===== src/rtl/consumer_if.sv =====
// Producer-side request channels and the merged downstream port of the consumer.
`ifndef ADDRESS_WIDTH
`define ADDRESS_WIDTH 32
`endif
`ifndef ID_WIDTH
`define ID_WIDTH 8
`endif

interface consumer_if #(
    parameter int ADDR_W = `ADDRESS_WIDTH,
    parameter int ID_W   = `ID_WIDTH
) ();
    logic [ADDR_W-1:0] in_address_1;
    logic [ID_W-1:0]   in_id_1;
    logic              in_valid_1;
    logic              out_stall_1;
    logic              flush_1;
    logic [ID_W-1:0]   flush_id_1;

    logic [ADDR_W-1:0] in_address_2;
    logic [ID_W-1:0]   in_id_2;
    logic              in_valid_2;
    logic              out_stall_2;
    logic              flush_2;
    logic [ID_W-1:0]   flush_id_2;

    logic [ADDR_W-1:0] out_address;
    logic [ID_W-1:0]   out_id;
    logic              out_channel;
    logic              out_valid;
    logic              out_ready;

    modport slave (
        input  in_address_1, in_id_1, in_valid_1, flush_1, flush_id_1,
        input  in_address_2, in_id_2, in_valid_2, flush_2, flush_id_2,
        input  out_ready,
        output out_stall_1, out_stall_2,
        output out_address, out_id, out_channel, out_valid
    );

    modport master (
        output in_address_1, in_id_1, in_valid_1, flush_1, flush_id_1,
        output in_address_2, in_id_2, in_valid_2, flush_2, flush_id_2,
        output out_ready,
        input  out_stall_1, out_stall_2,
        input  out_address, out_id, out_channel, out_valid
    );
endinterface


===== src/rtl/consumer.sv =====
// Two-channel request consumer: per-channel FIFOs with id-based flush,
// round-robin merge onto one registered ready/valid output.
`ifndef ADDRESS_WIDTH
`define ADDRESS_WIDTH 32
`endif
`ifndef ID_WIDTH
`define ID_WIDTH 8
`endif

module consumer #(
    parameter int ADDR_W = `ADDRESS_WIDTH,
    parameter int ID_W   = `ID_WIDTH,
    parameter int DEPTH  = 4,
    parameter int CNT_W  = 8
) (
    input  logic             clk,
    input  logic             reset,
    consumer_if.slave        bus,
    output logic [CNT_W-1:0] drop_cnt_1,
    output logic [CNT_W-1:0] drop_cnt_2
);
    localparam int unsigned PTR_W = $clog2(DEPTH);
    localparam int unsigned NENT  = DEPTH;

    typedef logic [PTR_W-1:0] ptr_t;
    typedef logic [PTR_W:0]   cnt_t;
    localparam cnt_t FULL = cnt_t'(DEPTH);

    logic [ADDR_W-1:0] r_addr  [2][NENT];
    logic [ID_W-1:0]   r_id    [2][NENT];
    logic [NENT-1:0]   r_kill  [2];
    ptr_t              r_wptr  [2];
    ptr_t              r_rptr  [2];
    cnt_t              r_count [2];
    logic [CNT_W-1:0]  r_drop  [2];

    logic              r_out_valid;
    logic              r_out_channel;
    logic [ADDR_W-1:0] r_out_address;
    logic [ID_W-1:0]   r_out_id;
    logic              r_rr_last;

    logic [ADDR_W-1:0] w_in_addr  [2];
    logic [ID_W-1:0]   w_in_id    [2];
    logic [ID_W-1:0]   w_flush_id [2];
    logic [1:0]        w_in_valid;
    logic [1:0]        w_flush;
    logic [1:0]        w_stall;
    logic [1:0]        w_push;
    logic [1:0]        w_live;
    logic [1:0]        w_head_dead;
    logic [1:0]        w_push_hit;
    logic [1:0]        w_out_hit;
    logic [1:0]        w_pop;
    logic [NENT-1:0]   w_hit      [2];
    logic [CNT_W-1:0]  w_drop_inc [2];
    logic              w_loadable;
    logic              w_grant_any;
    logic              w_grant_ch;
    logic [ADDR_W-1:0] w_grant_addr;
    logic [ID_W-1:0]   w_grant_id;

    // Gather the interface signals into channel-indexed form
    always_comb begin
        w_in_addr[0]  = bus.in_address_1;
        w_in_addr[1]  = bus.in_address_2;
        w_in_id[0]    = bus.in_id_1;
        w_in_id[1]    = bus.in_id_2;
        w_in_valid    = {bus.in_valid_2, bus.in_valid_1};
        w_flush       = {bus.flush_2, bus.flush_1};
        w_flush_id[0] = bus.flush_id_1;
        w_flush_id[1] = bus.flush_id_2;
    end

    // Per-channel stall, push qualification, head status and flush hits
    always_comb begin
        ptr_t w_off;
        logic w_head_match;
        w_off        = '0;
        w_head_match = 1'b0;
        w_stall      = '0;
        w_push       = '0;
        w_live       = '0;
        w_head_dead  = '0;
        w_push_hit   = '0;
        w_out_hit    = '0;
        for (int unsigned c = 0; c < 2; c++) begin
            w_hit[1'(c)]      = '0;
            w_drop_inc[1'(c)] = '0;
            w_stall[1'(c)]    = (r_count[1'(c)] == FULL);
            w_push[1'(c)]     = w_in_valid[1'(c)] && !w_stall[1'(c)];
            // A live head hit by a flush this cycle is withheld from arbitration;
            // it is marked killed at this edge and disposed of on the next.
            w_head_match      = w_flush[1'(c)] &&
                                (r_id[1'(c)][r_rptr[1'(c)]] == w_flush_id[1'(c)]);
            w_head_dead[1'(c)] = (r_count[1'(c)] != '0) && r_kill[1'(c)][r_rptr[1'(c)]];
            w_live[1'(c)]      = (r_count[1'(c)] != '0) && !r_kill[1'(c)][r_rptr[1'(c)]] &&
                                 !w_head_match;
            for (int unsigned i = 0; i < NENT; i++) begin
                w_off = ptr_t'(i) - r_rptr[1'(c)];
                if (w_flush[1'(c)] && ({1'b0, w_off} < r_count[1'(c)]) &&
                    !r_kill[1'(c)][ptr_t'(i)] &&
                    (r_id[1'(c)][ptr_t'(i)] == w_flush_id[1'(c)]))
                    w_hit[1'(c)][ptr_t'(i)] = 1'b1;
                w_drop_inc[1'(c)] = w_drop_inc[1'(c)] + CNT_W'(w_hit[1'(c)][ptr_t'(i)]);
            end
            w_push_hit[1'(c)] = w_flush[1'(c)] && w_push[1'(c)] &&
                                (w_in_id[1'(c)] == w_flush_id[1'(c)]);
            w_out_hit[1'(c)]  = w_flush[1'(c)] && r_out_valid && !bus.out_ready &&
                                (r_out_channel == 1'(c)) && (r_out_id == w_flush_id[1'(c)]);
            w_drop_inc[1'(c)] = w_drop_inc[1'(c)] + CNT_W'(w_push_hit[1'(c)]) +
                                CNT_W'(w_out_hit[1'(c)]);
        end
    end

    // Round-robin grant between live heads and pop selection
    always_comb begin
        w_loadable  = !r_out_valid || bus.out_ready;
        w_grant_any = w_loadable && (|w_live);
        if (&w_live)
            w_grant_ch = !r_rr_last;
        else
            w_grant_ch = w_live[1];
        w_grant_addr = r_addr[w_grant_ch][r_rptr[w_grant_ch]];
        w_grant_id   = r_id[w_grant_ch][r_rptr[w_grant_ch]];
        w_pop[0]     = w_head_dead[0] || (w_grant_any && !w_grant_ch);
        w_pop[1]     = w_head_dead[1] || (w_grant_any && w_grant_ch);
    end

    // Drive the interface outputs and drop counters
    always_comb begin
        bus.out_stall_1 = w_stall[0];
        bus.out_stall_2 = w_stall[1];
        bus.out_valid   = r_out_valid;
        bus.out_channel = r_out_channel;
        bus.out_address = r_out_address;
        bus.out_id      = r_out_id;
        drop_cnt_1      = r_drop[0];
        drop_cnt_2      = r_drop[1];
    end

    // FIFO payload storage, written on accepted requests
    always_ff @(posedge clk) begin
        for (int unsigned c = 0; c < 2; c++) begin
            if (w_push[1'(c)]) begin
                r_addr[1'(c)][r_wptr[1'(c)]] <= w_in_addr[1'(c)];
                r_id[1'(c)][r_wptr[1'(c)]]   <= w_in_id[1'(c)];
            end
        end
    end

    // FIFO pointers, occupancy, kill marks and drop counters
    always_ff @(posedge clk or posedge reset) begin
        if (reset) begin
            for (int unsigned c = 0; c < 2; c++) begin
                r_wptr[1'(c)]  <= '0;
                r_rptr[1'(c)]  <= '0;
                r_count[1'(c)] <= '0;
                r_kill[1'(c)]  <= '0;
                r_drop[1'(c)]  <= '0;
            end
        end else begin
            for (int unsigned c = 0; c < 2; c++) begin
                for (int unsigned i = 0; i < NENT; i++) begin
                    if (w_hit[1'(c)][ptr_t'(i)])
                        r_kill[1'(c)][ptr_t'(i)] <= 1'b1;
                end
                if (w_push[1'(c)]) begin
                    r_kill[1'(c)][r_wptr[1'(c)]] <= w_push_hit[1'(c)];
                    r_wptr[1'(c)] <= r_wptr[1'(c)] + ptr_t'(1);
                end
                if (w_pop[1'(c)])
                    r_rptr[1'(c)] <= r_rptr[1'(c)] + ptr_t'(1);
                case ({w_push[1'(c)], w_pop[1'(c)]})
                    2'b10:   r_count[1'(c)] <= r_count[1'(c)] + cnt_t'(1);
                    2'b01:   r_count[1'(c)] <= r_count[1'(c)] - cnt_t'(1);
                    default: r_count[1'(c)] <= r_count[1'(c)];
                endcase
                r_drop[1'(c)] <= r_drop[1'(c)] + w_drop_inc[1'(c)];
            end
        end
    end

    // Downstream output register and round-robin history
    always_ff @(posedge clk or posedge reset) begin
        if (reset) begin
            r_out_valid   <= 1'b0;
            r_out_channel <= 1'b0;
            r_out_address <= '0;
            r_out_id      <= '0;
            r_rr_last     <= 1'b1;
        end else if (w_loadable) begin
            if (w_grant_any) begin
                r_out_valid   <= 1'b1;
                r_out_channel <= w_grant_ch;
                r_out_address <= w_grant_addr;
                r_out_id      <= w_grant_id;
                r_rr_last     <= w_grant_ch;
            end else begin
                r_out_valid   <= 1'b0;
            end
        end else if (|w_out_hit) begin
            r_out_valid <= 1'b0;
        end
    end
endmodule


===== src/flat_wrapper.sv =====
// flat-port wrapper written by rule: the top's interface ports become plain ports
module consumer_flat 
#(
    parameter int ADDR_W = `ADDRESS_WIDTH,
    parameter int ID_W   = `ID_WIDTH,
    parameter int DEPTH  = 4,
    parameter int CNT_W  = 8
)
  (clk, reset, drop_cnt_1, drop_cnt_2, bus_in_address_1, bus_in_id_1, bus_in_valid_1, bus_flush_1, bus_flush_id_1, bus_in_address_2, bus_in_id_2, bus_in_valid_2, bus_flush_2, bus_flush_id_2, bus_out_ready, bus_out_stall_1, bus_out_stall_2, bus_out_address, bus_out_id, bus_out_channel, bus_out_valid);
  consumer_if #(.ADDR_W(ADDR_W), .ID_W(ID_W)) bus_i ();
  input  logic clk;
  input  logic reset;
  output logic [CNT_W-1:0] drop_cnt_1;
  output logic [CNT_W-1:0] drop_cnt_2;
  input wire logic [$bits(bus_i.in_address_1)-1:0] bus_in_address_1;
  input wire logic [$bits(bus_i.in_id_1)-1:0] bus_in_id_1;
  input wire logic [$bits(bus_i.in_valid_1)-1:0] bus_in_valid_1;
  input wire logic [$bits(bus_i.flush_1)-1:0] bus_flush_1;
  input wire logic [$bits(bus_i.flush_id_1)-1:0] bus_flush_id_1;
  input wire logic [$bits(bus_i.in_address_2)-1:0] bus_in_address_2;
  input wire logic [$bits(bus_i.in_id_2)-1:0] bus_in_id_2;
  input wire logic [$bits(bus_i.in_valid_2)-1:0] bus_in_valid_2;
  input wire logic [$bits(bus_i.flush_2)-1:0] bus_flush_2;
  input wire logic [$bits(bus_i.flush_id_2)-1:0] bus_flush_id_2;
  input wire logic [$bits(bus_i.out_ready)-1:0] bus_out_ready;
  output wire logic [$bits(bus_i.out_stall_1)-1:0] bus_out_stall_1;
  output wire logic [$bits(bus_i.out_stall_2)-1:0] bus_out_stall_2;
  output wire logic [$bits(bus_i.out_address)-1:0] bus_out_address;
  output wire logic [$bits(bus_i.out_id)-1:0] bus_out_id;
  output wire logic [$bits(bus_i.out_channel)-1:0] bus_out_channel;
  output wire logic [$bits(bus_i.out_valid)-1:0] bus_out_valid;
  assign bus_i.in_address_1 = bus_in_address_1;
  assign bus_i.in_id_1 = bus_in_id_1;
  assign bus_i.in_valid_1 = bus_in_valid_1;
  assign bus_i.flush_1 = bus_flush_1;
  assign bus_i.flush_id_1 = bus_flush_id_1;
  assign bus_i.in_address_2 = bus_in_address_2;
  assign bus_i.in_id_2 = bus_in_id_2;
  assign bus_i.in_valid_2 = bus_in_valid_2;
  assign bus_i.flush_2 = bus_flush_2;
  assign bus_i.flush_id_2 = bus_flush_id_2;
  assign bus_i.out_ready = bus_out_ready;
  assign bus_out_stall_1 = bus_i.out_stall_1;
  assign bus_out_stall_2 = bus_i.out_stall_2;
  assign bus_out_address = bus_i.out_address;
  assign bus_out_id = bus_i.out_id;
  assign bus_out_channel = bus_i.out_channel;
  assign bus_out_valid = bus_i.out_valid;
  consumer #(.ADDR_W(ADDR_W), .ID_W(ID_W), .DEPTH(DEPTH), .CNT_W(CNT_W)) u_core (.clk(clk), .reset(reset), .bus(bus_i), .drop_cnt_1(drop_cnt_1), .drop_cnt_2(drop_cnt_2));
endmodule

===== config.mk =====
export PLATFORM = sky130hd
export DESIGN_NAME = consumer_flat
export DESIGN_NICKNAME = d
export VERILOG_FILES = /design/src/rtl/consumer_if.sv /design/src/rtl/consumer.sv /design/src/flat_wrapper.sv
export SDC_FILE = /design/constraint.sdc
export NUM_CORES = 1
export LEC_CHECK = 0
export CAP_MARGIN = 20
export CORE_UTILIZATION = 60
export DETAILED_ROUTE_END_ITERATION = 10
export DONT_BUFFER_PORTS = 1
export PLACE_DENSITY_LB_ADDON = 0.1
export SYNTH_ARGS = -nofsm -noshare
export SYNTH_HDL_FRONTEND = slang
export SYNTH_SLANG_ARGS = --single-unit

===== constraint.sdc =====
create_clock -name clk -period 6.3 [get_ports clk]
set_input_delay 1.26 -clock clk [delete_from_list [all_inputs] [get_ports clk]]
set_output_delay 1.26 -clock clk [all_outputs]
set_load 0.01 [all_outputs]

==> results by group, run 1 <==
STA
  – Number of pins with negative max-slew slack in the final report: 0
  – Rel. slew slack: 0.296
  – Max Freq: 224 MHz
  – Hold violation total from the final report: 0
  – Time the final worst path needs with I/O delays and setup: 4.47 ns
  – Measured slew at the worst slew-check pin: 1.06 ns
  – Unrepaired setup endpoints after global routing: false
  – Total Negative Setup Slacks: 0 ns
  – Period utilization: 0.709
  – Skew final: 0.0273 ns
  – Final setup violation count: 0

Hold path
  – Class of the worst hold path: reg -> reg
  – Worst hold path stage count: 2
  – Hold Startpoint: u_core.r_rr_last$_DFFE_PP1P_
  – Worst Hold Endpoint: u_core.r_rr_last$_DFFE_PP1P_

Setup path
  – Depth of the most critical reg-to-reg path: 19
  – FF-to-FF setup slack: 1.83 ns
  – Max Fanout on Critical Path: 34
  – Cell type with the highest occurrence count on the critical path: inv_1
  – Reg-to-reg critical path startpoint: u_core.r_rptr[3]$_DFFE_PP0N_
  – Worst path depth: 19
  – Reg2reg end: u_core.drop_cnt_1[6]$_DFF_PP0_
  – Beginning of the critical path: u_core.r_rptr[3]$_DFFE_PP0N_
  – Category of the worst setup path launch point: flop
  – Cell type group with the largest total delay on the critical path: adder cells
  – Worst Setup Path Type: reg -> reg
  – Cell-by-cell listing of the critical path: xnor2_1 -> inv_1 -> ha_1 -> a21oi_1 -> o2111ai_1 -> nor2_1 -> ha_1 -> inv_1 -> fa_1 -> inv_1 -> fa_1 -> ha_1 -> inv_1 -> fa_1 -> nor2b_1 -> o21ai_0 -> nand2b_1 -> nand3_1 -> xnor2_1
  – Required @ worst endpoint: 6.71 ns
  – Critical path buffer and inverter count: 4
  – Element type at the critical path end: flop
  – Crit path largest cell delay: 0.67 ns
  – Highest-delay cell along the critical path: dfrtp_4
  – Arr. time, crit path: 4.87 ns

Pwr
  – Clk pwr share: 0.235
  – Sequential power share: 0.415
  – Power per cell area: 492 nW/um^2
  – Peak ir drop on the vdd network: 0.318 mV
  – Combinational fraction of design power: 0.349
  – Leakage power figure: 7.29 nW
  – Switching fraction of total power: 0.354
  – Switching pwr: 3.50 mW
  – Internal power consumption: 6.40 mW

Finish
  – Final Instance Area: 20100 sq um
  – Commonest cells after routing, fill and taps aside: 320 x edfxtp_1, 105 x mux2i_1, 96 x mux2_2
  – Final layout net count: 1375
  – Diode count: 0
  – Layout Area Growth over Synthesis: 9.00%
  – Share of post-route cells with drive strength above 1: 0.170
  – Leading cell type in the layout, fill and taps excluded: edfxtp_1

Synthesis
  – Adder and majority gate portion of the synthesized area: 0.0317
  – Post-synthesis compound-gate area fraction: 0.0556
  – Post-synthesis xor/xnor area fraction: 0.0657
  – Most used flip-flop cell after synthesis: edfxtp_1
  – Number of synthesized flops with an enable pin: 320
  – Post-Synthesis Cell Area: 18500 sq um
  – Mean area per synthesized cell: 14.9 sq um
  – Count of mapped cells out of synthesis: 1242
  – Synth Area in Simple Gates: 0.0546
  – Synthesized netlist net count: 1387
  – Post-synthesis cell type count: 51
  – Share of synthesized area spent on multiplexers: 0.135
  – Fraction of synthesis flops using an asynchronous set or reset pin: 0.202
  – Combinational family with the most area after synthesis: multiplexers
  – Flops & latches, synth: 401
  – Number of warning messages in the yosys log: 0
  – Sequential area share after synthesis: 0.630

Drt
  – Count of unresolved DRC violations after routing: 0
  – Routed via count divided by cell count: 6.29
  – Antenna Violating Nets Remaining: 0
  – Routed wire length per instance: 25.2 microns
  – Number of iterations in the first detailed-routing pass: 5
  – Vias after detailed routing: 10400
  – Total wirelength of the detailed-routed design: 41600 microns
  – DRC marker count from the first detailed-route iteration: 919

Clock tree
  – Sink count of the clock tree: 401
  – Clock tree from TritonCTS: built
  – Maximum clock insertion buffer count: 3
  – Clock insertion delay at the later pin of the skew report: 0.54 ns
  – Total clock buffers created by CTS: 42
  – Resize count post-CTS: 0
  – Setup bufs post-CTS: 0
  – Cts-stage hold buffer count: 0
  – Maximum level of the CTS H-tree: 2
  – CTS Root Buffer Type: clkbuf_16
  – Clock transition time at the flip-flop clock pins of the worst setup and hold paths: 0.06 ns

Floorplan
  – Starting density of the core: 0.616
  – Count of standard-cell rows: 63
  – Number of top-level pins: 163
  – Area of the die: 31500 sq um
  – Core footprint: 30000 sq um
  – Overall die height: 177 microns
  – Die boundary width: 177 microns

GRT
  – Residual overflow from global routing: 0
  – Number of antenna violations at the first check in global routing: 0
  – Maximum number of pins on one net before global-route repair: 64
  – Total routing resource utilization after global routing: 0.269
  – First-pass GRT wire length: 62500 microns
  – Via count of the first global-routing pass: 10700

Run
  – Max capacitance violation total: 0

Placement
  – Post-place instance area: 18800 sq um
  – Gp weighted congestion: 0.879
  – Half-perimeter wire length after placement: 25700 microns
  – Port buffer count: 0

Status
  – Outcome: finished, final reports clean
[stage by stage]
step	std cells	util	power (mW)	setup WS, ns	hold slack (ns)
global placement	1575	0.627	7.51	1.59	0.454
floorplan	1242	-	6.65	1.45	0.445
CTS	1652	0.671	9.94	1.77	0.468
detailed placement	1575	0.627	7.61	1.44	0.460
global route	1653	0.672	10.4	1.56	0.491
finish	1653	0.672	9.91	1.83	0.470
[flip-flops by register name, summed over array words and instances, names as in the netlist, 6 cells and up]
name,flops
u_core.r_addr,256
u_core.r_id,64
u_core.bus.out_address,32
u_core.bus.out_id,8
u_core.drop_cnt_1,8
u_core.drop_cnt_2,8
u_core.r_kill,8
u_core.r_count,6
[layout make-up]
class,instances,area (sq um)
sequential,401,11600
timing repair buffer,19,168
tap,390,488
clock buffer,58,1200
clock inverter,19,118
multi-input combinational,728,6350
fill,2117,9830
inverter,38,145
[worst reg2reg max path, cell delays in order (launching register included)]
cell and delay (ns):
dfrtp_4 0.67, xnor2_1 0.29, inv_1 0.07, ha_1 0.27
a21oi_1 0.06, o2111ai_1 0.26, nor2_1 0.11, ha_1 0.29
inv_1 0.05, fa_1 0.52, inv_1 0.05, fa_1 0.51
ha_1 0.19, inv_1 0.06, fa_1 0.39, nor2b_1 0.12
o21ai_0 0.09, nand2b_1 0.11, nand3_1 0.10, xnor2_1 0.14
[worst max path at each step]
stage | end | slack [ns]
after floorplan | u_core.drop_cnt_1[6]$_DFF_PP0_ | 1.45
after global placement | u_core.drop_cnt_2[6]$_DFF_PP0_ | 1.59
after detailed placement | u_core.drop_cnt_2[6]$_DFF_PP0_ | 1.44
after CTS | u_core.r_count[5]$_DFFE_PP0P_ | 1.77
after global routing | u_core.drop_cnt_2[6]$_DFF_PP0_ | 1.56
final | u_core.drop_cnt_1[6]$_DFF_PP0_ | 1.83
[metal layers]
layer	routed length (microns)	up-vias	global-route usage	part of all wire
li1	-	4661	-	-
met1	17400	5228	0.362	0.42
met2	19200	428	0.428	0.46
met3	3800	88	0.0707	0.091
met4	1150	0	0.0876	0.028
met5	0	-	0	0
[cells in the mapped netlist (13+ instances only)]
| master | number | share of area |
|---|---|---|
| a21oi_1 | 13 | 0.0035 |
| a222oi_1 | 40 | 0.022 |
| buf_2 | 18 | 0.0049 |
| clkbuf_1 | 40 | 0.0081 |
| dfrtp_1 | 80 | 0.11 |
| edfxtp_1 | 320 | 0.52 |
| ha_1 | 34 | 0.023 |
| inv_1 | 37 | 0.0075 |
| mux2_2 | 96 | 0.059 |
| mux2i_1 | 105 | 0.057 |
| mux4_2 | 14 | 0.017 |
| nand2_1 | 27 | 0.0055 |
| nor2_1 | 56 | 0.011 |
| nor2b_1 | 41 | 0.014 |
| nor3_1 | 15 | 0.0041 |
| o21ai_1 | 43 | 0.012 |
| xnor2_1 | 78 | 0.037 |
| xor2_1 | 55 | 0.026 |
[cells by family after synthesis]
| logic type | Yosys count |
|---|---|
| AOI/OAI and AO/OA | 139 |
| xor gates and xnor gates | 136 |
| DFF | 401 |
| and+or+nand+nor | 194 |
| muxes | 217 |
| buffers and inverters | 113 |
| adders and majority gates | 42 |
[power groups by stage]
stage	registers (mW)	logic (mW)	clock network (mW)
after floorplan	3.91	2.75	0
after global placement	4.14	3.37	0
after detailed placement	4.16	3.45	0
after CTS	4.12	3.46	2.37
after global routing	4.18	3.75	2.47
final	4.12	3.46	2.33
Power figures use the tool's default switching activity.
==> run 2, diff against run 1 <==
--- a/config.mk
+++ b/config.mk
@@ -6,7 +6,7 @@
 export NUM_CORES = 1
 export LEC_CHECK = 0
 export CAP_MARGIN = 20
-export CORE_UTILIZATION = 60
+export CORE_UTILIZATION = 58
 export DETAILED_ROUTE_END_ITERATION = 10
 export DONT_BUFFER_PORTS = 1
 export PLACE_DENSITY_LB_ADDON = 0.1
==> constraint.sdc (replaced) <==
create_clock -name clk -period 3.9 [get_ports clk]
set_input_delay 0.78 -clock clk [delete_from_list [all_inputs] [get_ports clk]]
set_output_delay 0.78 -clock clk [all_outputs]
set_load 0.01 [all_outputs]
==> results by group, run 2 (same netlist as run 1, synthesis figures left out) <==
Clock tree
  – Total clock buffers created by CTS: 42 (unchanged)
  – Maximum level of the CTS H-tree: 2 (unchanged)
  – Clock insertion delay at the later pin of the skew report: 0.57 ns (was 0.54 ns)
  – Maximum clock insertion buffer count: 3 (unchanged)
  – Clock tree from TritonCTS: built (unchanged)
  – CTS Root Buffer Type: clkbuf_16 (unchanged)
  – Sink count of the clock tree: 401 (unchanged)
  – Cts-stage hold buffer count: 0 (unchanged)
  – Clock transition time at the flip-flop clock pins of the worst setup and hold paths: 0.06 ns (about the same)

Drt
  – DRC marker count from the first detailed-route iteration: 898 (was 919)
  – Count of unresolved DRC violations after routing: 0 (unchanged)
  – Total wirelength of the detailed-routed design: 43000 microns (was 41600 microns)
  – Routed wire length per instance: 24.8 microns (was 25.2 microns)
  – Number of iterations in the first detailed-routing pass: 5 (unchanged)
  – Antenna Violating Nets Remaining: 0 (unchanged)
  – Routed via count divided by cell count: 6.18 (was 6.29)
  – Vias after detailed routing: 10700 (was 10400)

STA
  – Fin worst setup slack: 0.0403 ns (was 1.83 ns)
  – Total Negative Setup Slacks: 0 ns (unchanged)
  – Measured slew at the worst slew-check pin: 0.848 ns (was 1.06 ns)
  – Number of pins with negative max-slew slack in the final report: 0 (unchanged)
  – Skew final: 0.0221 ns (was 0.0273 ns)
  – Rel. slew slack: 0.435 (was 0.296)
  – Hold violation total from the final report: 0 (unchanged)
  – Unrepaired setup endpoints after global routing: true (was false)
  – Final setup violation count: 0 (unchanged)
  – Period utilization: 0.990 (was 0.709)
  – Time the final worst path needs with I/O delays and setup: 3.86 ns (was 4.47 ns)
  – Max Freq: 259 MHz (was 224 MHz)

Finish
  – Diode count: 0 (unchanged)
  – Leading cell type in the layout, fill and taps excluded: edfxtp_1 (unchanged)
  – Final layout net count: 1448 (was 1375)
  – Largest register FFs: 256 (unchanged)
  – Commonest cells after routing, fill and taps aside: 320 x edfxtp_1, 105 x mux2i_1, 96 x mux2_2 (unchanged)
  – Share of post-route cells with drive strength above 1: 0.239 (was 0.170)
  – Layout Area Growth over Synthesis: 13.6% (was 9.00%)
  – Final Instance Area: 21000 sq um (was 20100 sq um)

Floorplan
  – Die boundary width: 180 microns (was 177 microns)
  – Number of top-level pins: 163 (unchanged)
  – Starting density of the core: 0.596 (was 0.616)
  – Count of standard-cell rows: 64 (was 63)
  – Area of the die: 32500 sq um (was 31500 sq um)
  – Core footprint: 31000 sq um (was 30000 sq um)
  – Overall die height: 180 microns (was 177 microns)

Pwr
  – Power per cell area: 800 nW/um^2 (was 492 nW/um^2)
  – Peak ir drop on the vdd network: 0.485 mV (was 0.318 mV)
  – Leakage power figure: 7.75 nW (was 7.29 nW)

Run
  – Max capacitance violation total: 0 (unchanged)

Setup path
  – Max Fanout on Critical Path: 4 (was 34)
  – Cell type group with the largest total delay on the critical path: adder cells (unchanged)
  – Crit path largest cell delay: 0.51 ns (was 0.67 ns)
  – Category of the worst setup path launch point: flop (unchanged)
  – Cell-by-cell listing of the critical path: xnor2_4 -> inv_2 -> ha_4 -> a21oi_2 -> o2111ai_2 -> nor2_2 -> ha_1 -> inv_2 -> fa_1 -> inv_1 -> fa_1 -> ha_2 -> inv_2 -> fa_2 -> nor2b_2 -> o21ai_1 -> nand2b_1 -> nand3_2 -> xnor2_2 (was xnor2_1 -> inv_1 -> ha_1 -> a21oi_1 -> o2111ai_1 -> nor2_1 -> ha_1 -> inv_1 -> fa_1 -> inv_1 -> fa_1 -> ha_1 -> inv_1 -> fa_1 -> nor2b_1 -> o21ai_0 -> nand2b_1 -> nand3_1 -> xnor2_1)
  – Arr. time, crit path: 4.28 ns (was 4.87 ns)
  – Critical path buffer and inverter count: 4 (unchanged)
  – Required @ worst endpoint: 4.32 ns (was 6.71 ns)
  – Element type at the critical path end: flop (unchanged)
  – Cell type with the highest occurrence count on the critical path: inv_2 (was inv_1)
  – Worst Setup Path Type: reg -> reg (unchanged)
  – Highest-delay cell along the critical path: dfrtp_4 (unchanged)

GRT
  – Residual overflow from global routing: 0 (unchanged)
  – Maximum number of pins on one net before global-route repair: 60 (was 64)
  – Total routing resource utilization after global routing: 0.264 (was 0.269)
  – Number of antenna violations at the first check in global routing: 0 (unchanged)
  – First-pass GRT wire length: 64500 microns (was 62500 microns)
  – Via count of the first global-routing pass: 10900 (was 10700)

Placement
  – Port buffer count: 0 (unchanged)
  – Gp weighted congestion: 0.912 (was 0.879)
  – DP Worst Slack: -0.242 ns (was 1.44 ns)
  – Half-perimeter wire length after placement: 27700 microns (was 25700 microns)
  – Post-place instance area: 19200 sq um (was 18800 sq um)

Hold path
  – Class of the worst hold path: in -> async (was reg -> reg)

Status
  – Outcome: finished, final reports clean (unchanged)
-- run 2: worst register-to-register path, stage by stage, from the launching register on --
cell and delay [ns]:
dfrtp_4 0.51, xnor2_4 0.15, inv_2 0.06, ha_4 0.26
a21oi_2 0.05, o2111ai_2 0.18, nor2_2 0.06, ha_1 0.29
inv_2 0.04, fa_1 0.47, inv_1 0.05, fa_1 0.49
ha_2 0.20, inv_2 0.04, fa_2 0.35, nor2b_2 0.11
o21ai_1 0.06, nand2b_1 0.11, nand3_2 0.10, xnor2_2 0.15
-- run 2: per-layer routing --
layer / track usage / part of all wire
met1: 0.358 / 0.42
met2: 0.426 / 0.48
met3: 0.0667 / 0.087
met4: 0.0749 / 0.019
met5: 0 / 0
-- run 2: repair_timing --
action	4_1_cts	5_1_grt
cloned	0	1
endpoints found under the setup margin	3	9
resized for setup	10	20
pin swaps	20	19
endpoints found under the hold margin	0	0
setup buffers	21	6
-- run 2: layout make-up --
class                   count  area (sq um)
well taps                 396           495
clock inverters            23           246
flip-flops and latches    401         11600
fillers                  2167         10000
repair buffers             92           782
multi-input cells         728          6490
clock buffers              55          1160
inverters                  38           145
-- run 2: path summary, 6_finish.rpt --
kind / startpoint / end / slack, ns / cells past startpoint
max: u_core.r_rptr[3]$_DFFE_PP0N_ / u_core.drop_cnt_1[6]$_DFF_PP0_ / 0.04 / 19
min: reset / u_core.r_count[2]$_DFFE_PP0P_ / 0.25 / 1
max reg2reg: u_core.r_rptr[3]$_DFFE_PP0N_ / u_core.drop_cnt_1[6]$_DFF_PP0_ / 0.04 / 19
min reg2reg: u_core.r_rr_last$_DFFE_PP1P_ / u_core.r_rr_last$_DFFE_PP1P_ / 0.46 / 2
max in group asynchronous: reset / u_core.r_kill[3]$_DFF_PP0_ / 2.86 / 2
min in group clk: bus_in_address_1[26] / u_core.r_addr[0][26]$_DFFE_PP_ / 0.31 / 0
-- run 2: power by group --
| group | leakage [nW] | internal [mW] | switching [mW] |
|---|---|---|---|
| registers | 3.94 | 5.76 | 0.710 |
| logic | 3.12 | 2.84 | 3.46 |
| clock network | 0.689 | 2.32 | 1.68 |
| total | 7.75 | 10.9 | 5.85 |
-- run 2: stage by stage --
stage	power, mW	hold slack (ns)	utilization	instances
floorplan	10.9	0.445	-	1242
global placement	12.5	0.454	0.620	1628
detailed placement	12.6	0.456	0.620	1628
CTS	16.7	0.280	0.671	1727
global route	17.6	0.278	0.677	1733
finish	16.8	0.248	0.677	1733
==> run 3, diff against run 2 <==
--- a/config.mk
+++ b/config.mk
@@ -10,6 +10,8 @@
 export DETAILED_ROUTE_END_ITERATION = 10
 export DONT_BUFFER_PORTS = 1
 export PLACE_DENSITY_LB_ADDON = 0.1
+export SETUP_SLACK_MARGIN = 0.2
 export SYNTH_ARGS = -nofsm -noshare
 export SYNTH_HDL_FRONTEND = slang
 export SYNTH_SLANG_ARGS = --single-unit
+export TNS_END_PERCENT = 30
==> results by group, run 3 (same netlist as run 1, synthesis figures left out) <==
Setup path
  – Category of the worst setup path launch point: flop (unchanged)
  – Max Fanout on Critical Path: 3 (was 4)
  – Required @ worst endpoint: 4.31 ns (was 4.32 ns)
  – Worst Setup Path Type: reg -> reg (unchanged)
  – Element type at the critical path end: flop (unchanged)
  – Arr. time, crit path: 4.30 ns (was 4.28 ns)

Finish
  – Post-route core utilization: 0.670 (was 0.677)
  – Largest register FFs: 256 (unchanged)
  – Final layout net count: 1425 (was 1448)
  – Commonest cells after routing, fill and taps aside: 320 x edfxtp_1, 105 x mux2i_1, 96 x mux2_2 (unchanged)
  – Leading cell type in the layout, fill and taps excluded: edfxtp_1 (unchanged)
  – Diode count: 0 (unchanged)
  – Layout Area Growth over Synthesis: 12.5% (was 13.6%)
  – Share of post-route cells with drive strength above 1: 0.227 (was 0.239)
  – Number of cells in the finished layout apart from fillers: 1710 (was 1733)

Floorplan
  – Count of standard-cell rows: 64 (unchanged)
  – Starting density of the core: 0.596 (unchanged)
  – Number of top-level pins: 163 (unchanged)
  – Area of the die: 32500 sq um (unchanged)
  – Die boundary width: 180 microns (unchanged)
  – Core footprint: 31000 sq um (unchanged)
  – Overall die height: 180 microns (unchanged)

Clock tree
  – Maximum clock insertion buffer count: 3 (unchanged)
  – Sink count of the clock tree: 401 (unchanged)
  – Clock insertion delay at the later pin of the skew report: 0.56 ns (was 0.57 ns)
  – CTS Root Buffer Type: clkbuf_16 (unchanged)
  – Clock tree from TritonCTS: built (unchanged)
  – Maximum level of the CTS H-tree: 2 (unchanged)
  – Total clock buffers created by CTS: 42 (unchanged)
  – Clock transition time at the flip-flop clock pins of the worst setup and hold paths: 0.06 ns (about the same)

Drt
  – Vias after detailed routing: 10600 (was 10700)
  – Number of iterations in the first detailed-routing pass: 5 (unchanged)
  – Total wirelength of the detailed-routed design: 42500 microns (was 43000 microns)
  – DRC marker count from the first detailed-route iteration: 869 (was 898)
  – Routed wire length per instance: 24.8 microns (about the same)
  – Count of unresolved DRC violations after routing: 0 (unchanged)
  – Antenna Violating Nets Remaining: 0 (unchanged)
  – Routed via count divided by cell count: 6.22 (was 6.18)

STA
  – Period utilization: 0.996 (was 0.990)
  – Hold violation total from the final report: 0 (unchanged)
  – Skew final: 0.0340 ns (was 0.0221 ns)
  – Unrepaired setup endpoints after global routing: true (unchanged)
  – Tightest hold margin: 0.308 ns (was 0.248 ns)
  – Time the final worst path needs with I/O delays and setup: 3.88 ns (was 3.86 ns)
  – Final setup violation count: 0 (unchanged)
  – Number of pins with negative max-slew slack in the final report: 0 (unchanged)
  – Total Negative Setup Slacks: 0 ns (unchanged)
  – Max Freq: 257 MHz (was 259 MHz)
  – Rel. slew slack: 0.363 (was 0.435)
  – Measured slew at the worst slew-check pin: 0.956 ns (was 0.848 ns)

Placement
  – Count of placed standard cells including taps: 1624 (was 1628)
  – Port buffer count: 0 (unchanged)
  – Half-perimeter wire length after placement: 28000 microns (was 27700 microns)
  – Gp weighted congestion: 0.925 (was 0.912)

Status
  – Outcome: finished, final reports clean (unchanged)

Pwr
  – Power per cell area: 805 nW/um^2 (was 800 nW/um^2)
  – Leakage power figure: 7.61 nW (was 7.75 nW)
  – Peak ir drop on the vdd network: 0.493 mV (was 0.485 mV)

GRT
  – Via count of the first global-routing pass: 11000 (was 10900)
  – Residual overflow from global routing: 0 (unchanged)
  – First-pass GRT wire length: 65200 microns (was 64500 microns)
  – Number of antenna violations at the first check in global routing: 0 (unchanged)
  – Maximum number of pins on one net before global-route repair: 86 (was 60)
  – Total routing resource utilization after global routing: 0.266 (was 0.264)

Run
  – Max capacitance violation total: 0 (unchanged)

Hold path
  – Class of the worst hold path: in -> reg (was in -> async)
run 3: changes by cell type in the layout (fill, tap and decap cells not counted), moves of 2 or more:
cell	previous run	this run
inv_1	25	28
buf_4	85	63
clkinv_1	7	4
buf_8	0	2
inv_2	11	8
clkinvlp_4	1	3
o21ai_1	48	45
o21ai_0	7	10
run 3: worst paths after layout:
| check | start | slack (ns) | endpoint | cells past startpoint |
|---|---|---|---|---|
| worst min-delay path | bus_in_address_2[22] | 0.31 | u_core.r_addr[1][22]$_DFFE_PP_ | 0 |
| worst max-delay path | u_core.r_rptr[3]$_DFFE_PP0N_ | 0.02 | u_core.drop_cnt_1[6]$_DFF_PP0_ | 19 |
| worst max register to register | u_core.r_rptr[3]$_DFFE_PP0N_ | 0.02 | u_core.drop_cnt_1[6]$_DFF_PP0_ | 19 |
| worst min register to register | u_core.r_rr_last$_DFFE_PP1P_ | 0.47 | u_core.r_rr_last$_DFFE_PP1P_ | 2 |
| max in group asynchronous | reset | 2.75 | u_core.r_kill[3]$_DFF_PP0_ | 2 |
| min in group asynchronous | reset | 0.33 | u_core.bus.out_channel$_DFFE_PP0P_ | 1 |
run 3: area by class of cell:
| type | count | area (sq um) |
|---|---|---|
| sequential | 401 | 11600 |
| fill | 2235 | 10200 |
| multi-input combinational | 728 | 6460 |
| clock buffer | 54 | 1160 |
| timing repair buffer | 69 | 591 |
| tap | 396 | 495 |
| clock inverter | 24 | 278 |
| inverter | 38 | 145 |
run 3: metal layers:
layer  global-route usage  wire [microns]  up-vias
met5                    0               0        -
met4               0.0636             774        0
met3               0.0711            3530       52
met2                0.444           20700      410
met1                0.348           17500     5414
li1                     -               -     4755
run 3: critical path, cell delays in order (launching register included):
cell and delay [ns]:
dfrtp_4 0.49, inv_1 0.07, ha_1 0.23, a21oi_1 0.13, nor2_1 0.08, o2111ai_1 0.20
nor2_1 0.10, ha_1 0.28, inv_1 0.04, fa_1 0.49, inv_2 0.04, fa_1 0.52
ha_2 0.19, inv_2 0.04, fa_2 0.34, nor2b_1 0.13, o21ai_1 0.07, nand2b_1 0.10
nand3_1 0.10, xnor2_1 0.14
run 3: timing repair:
item | CTS | global route
setup buffers | 5 | 3
pin swaps | 28 | 19
hold buffers | 0 | 0
gates resized for setup | 14 | 16
setup endpoints to repair | 11 | 16
hold endpoints to repair | 0 | 0
run 3: where the power goes:
part           switching [mW]  total [mW]  internal, mW
clock                    1.67        4.06          2.39
sequential              0.716        6.48          5.76
combinational            3.43        6.20          2.77
total                    5.81        16.7          10.9
run 3: through the flow:
step,setup WS (ns),cell area (sq um),total power [mW]
2_1_floorplan,-0.228,18600,10.9
3_3_place_gp,-0.195,19200,12.4
3_5_place_dp,-0.264,19200,12.6
4_1_cts,-0.0733,20700,16.7
5_1_grt,-0.158,20800,17.6
6_report,0.0151,20800,16.7
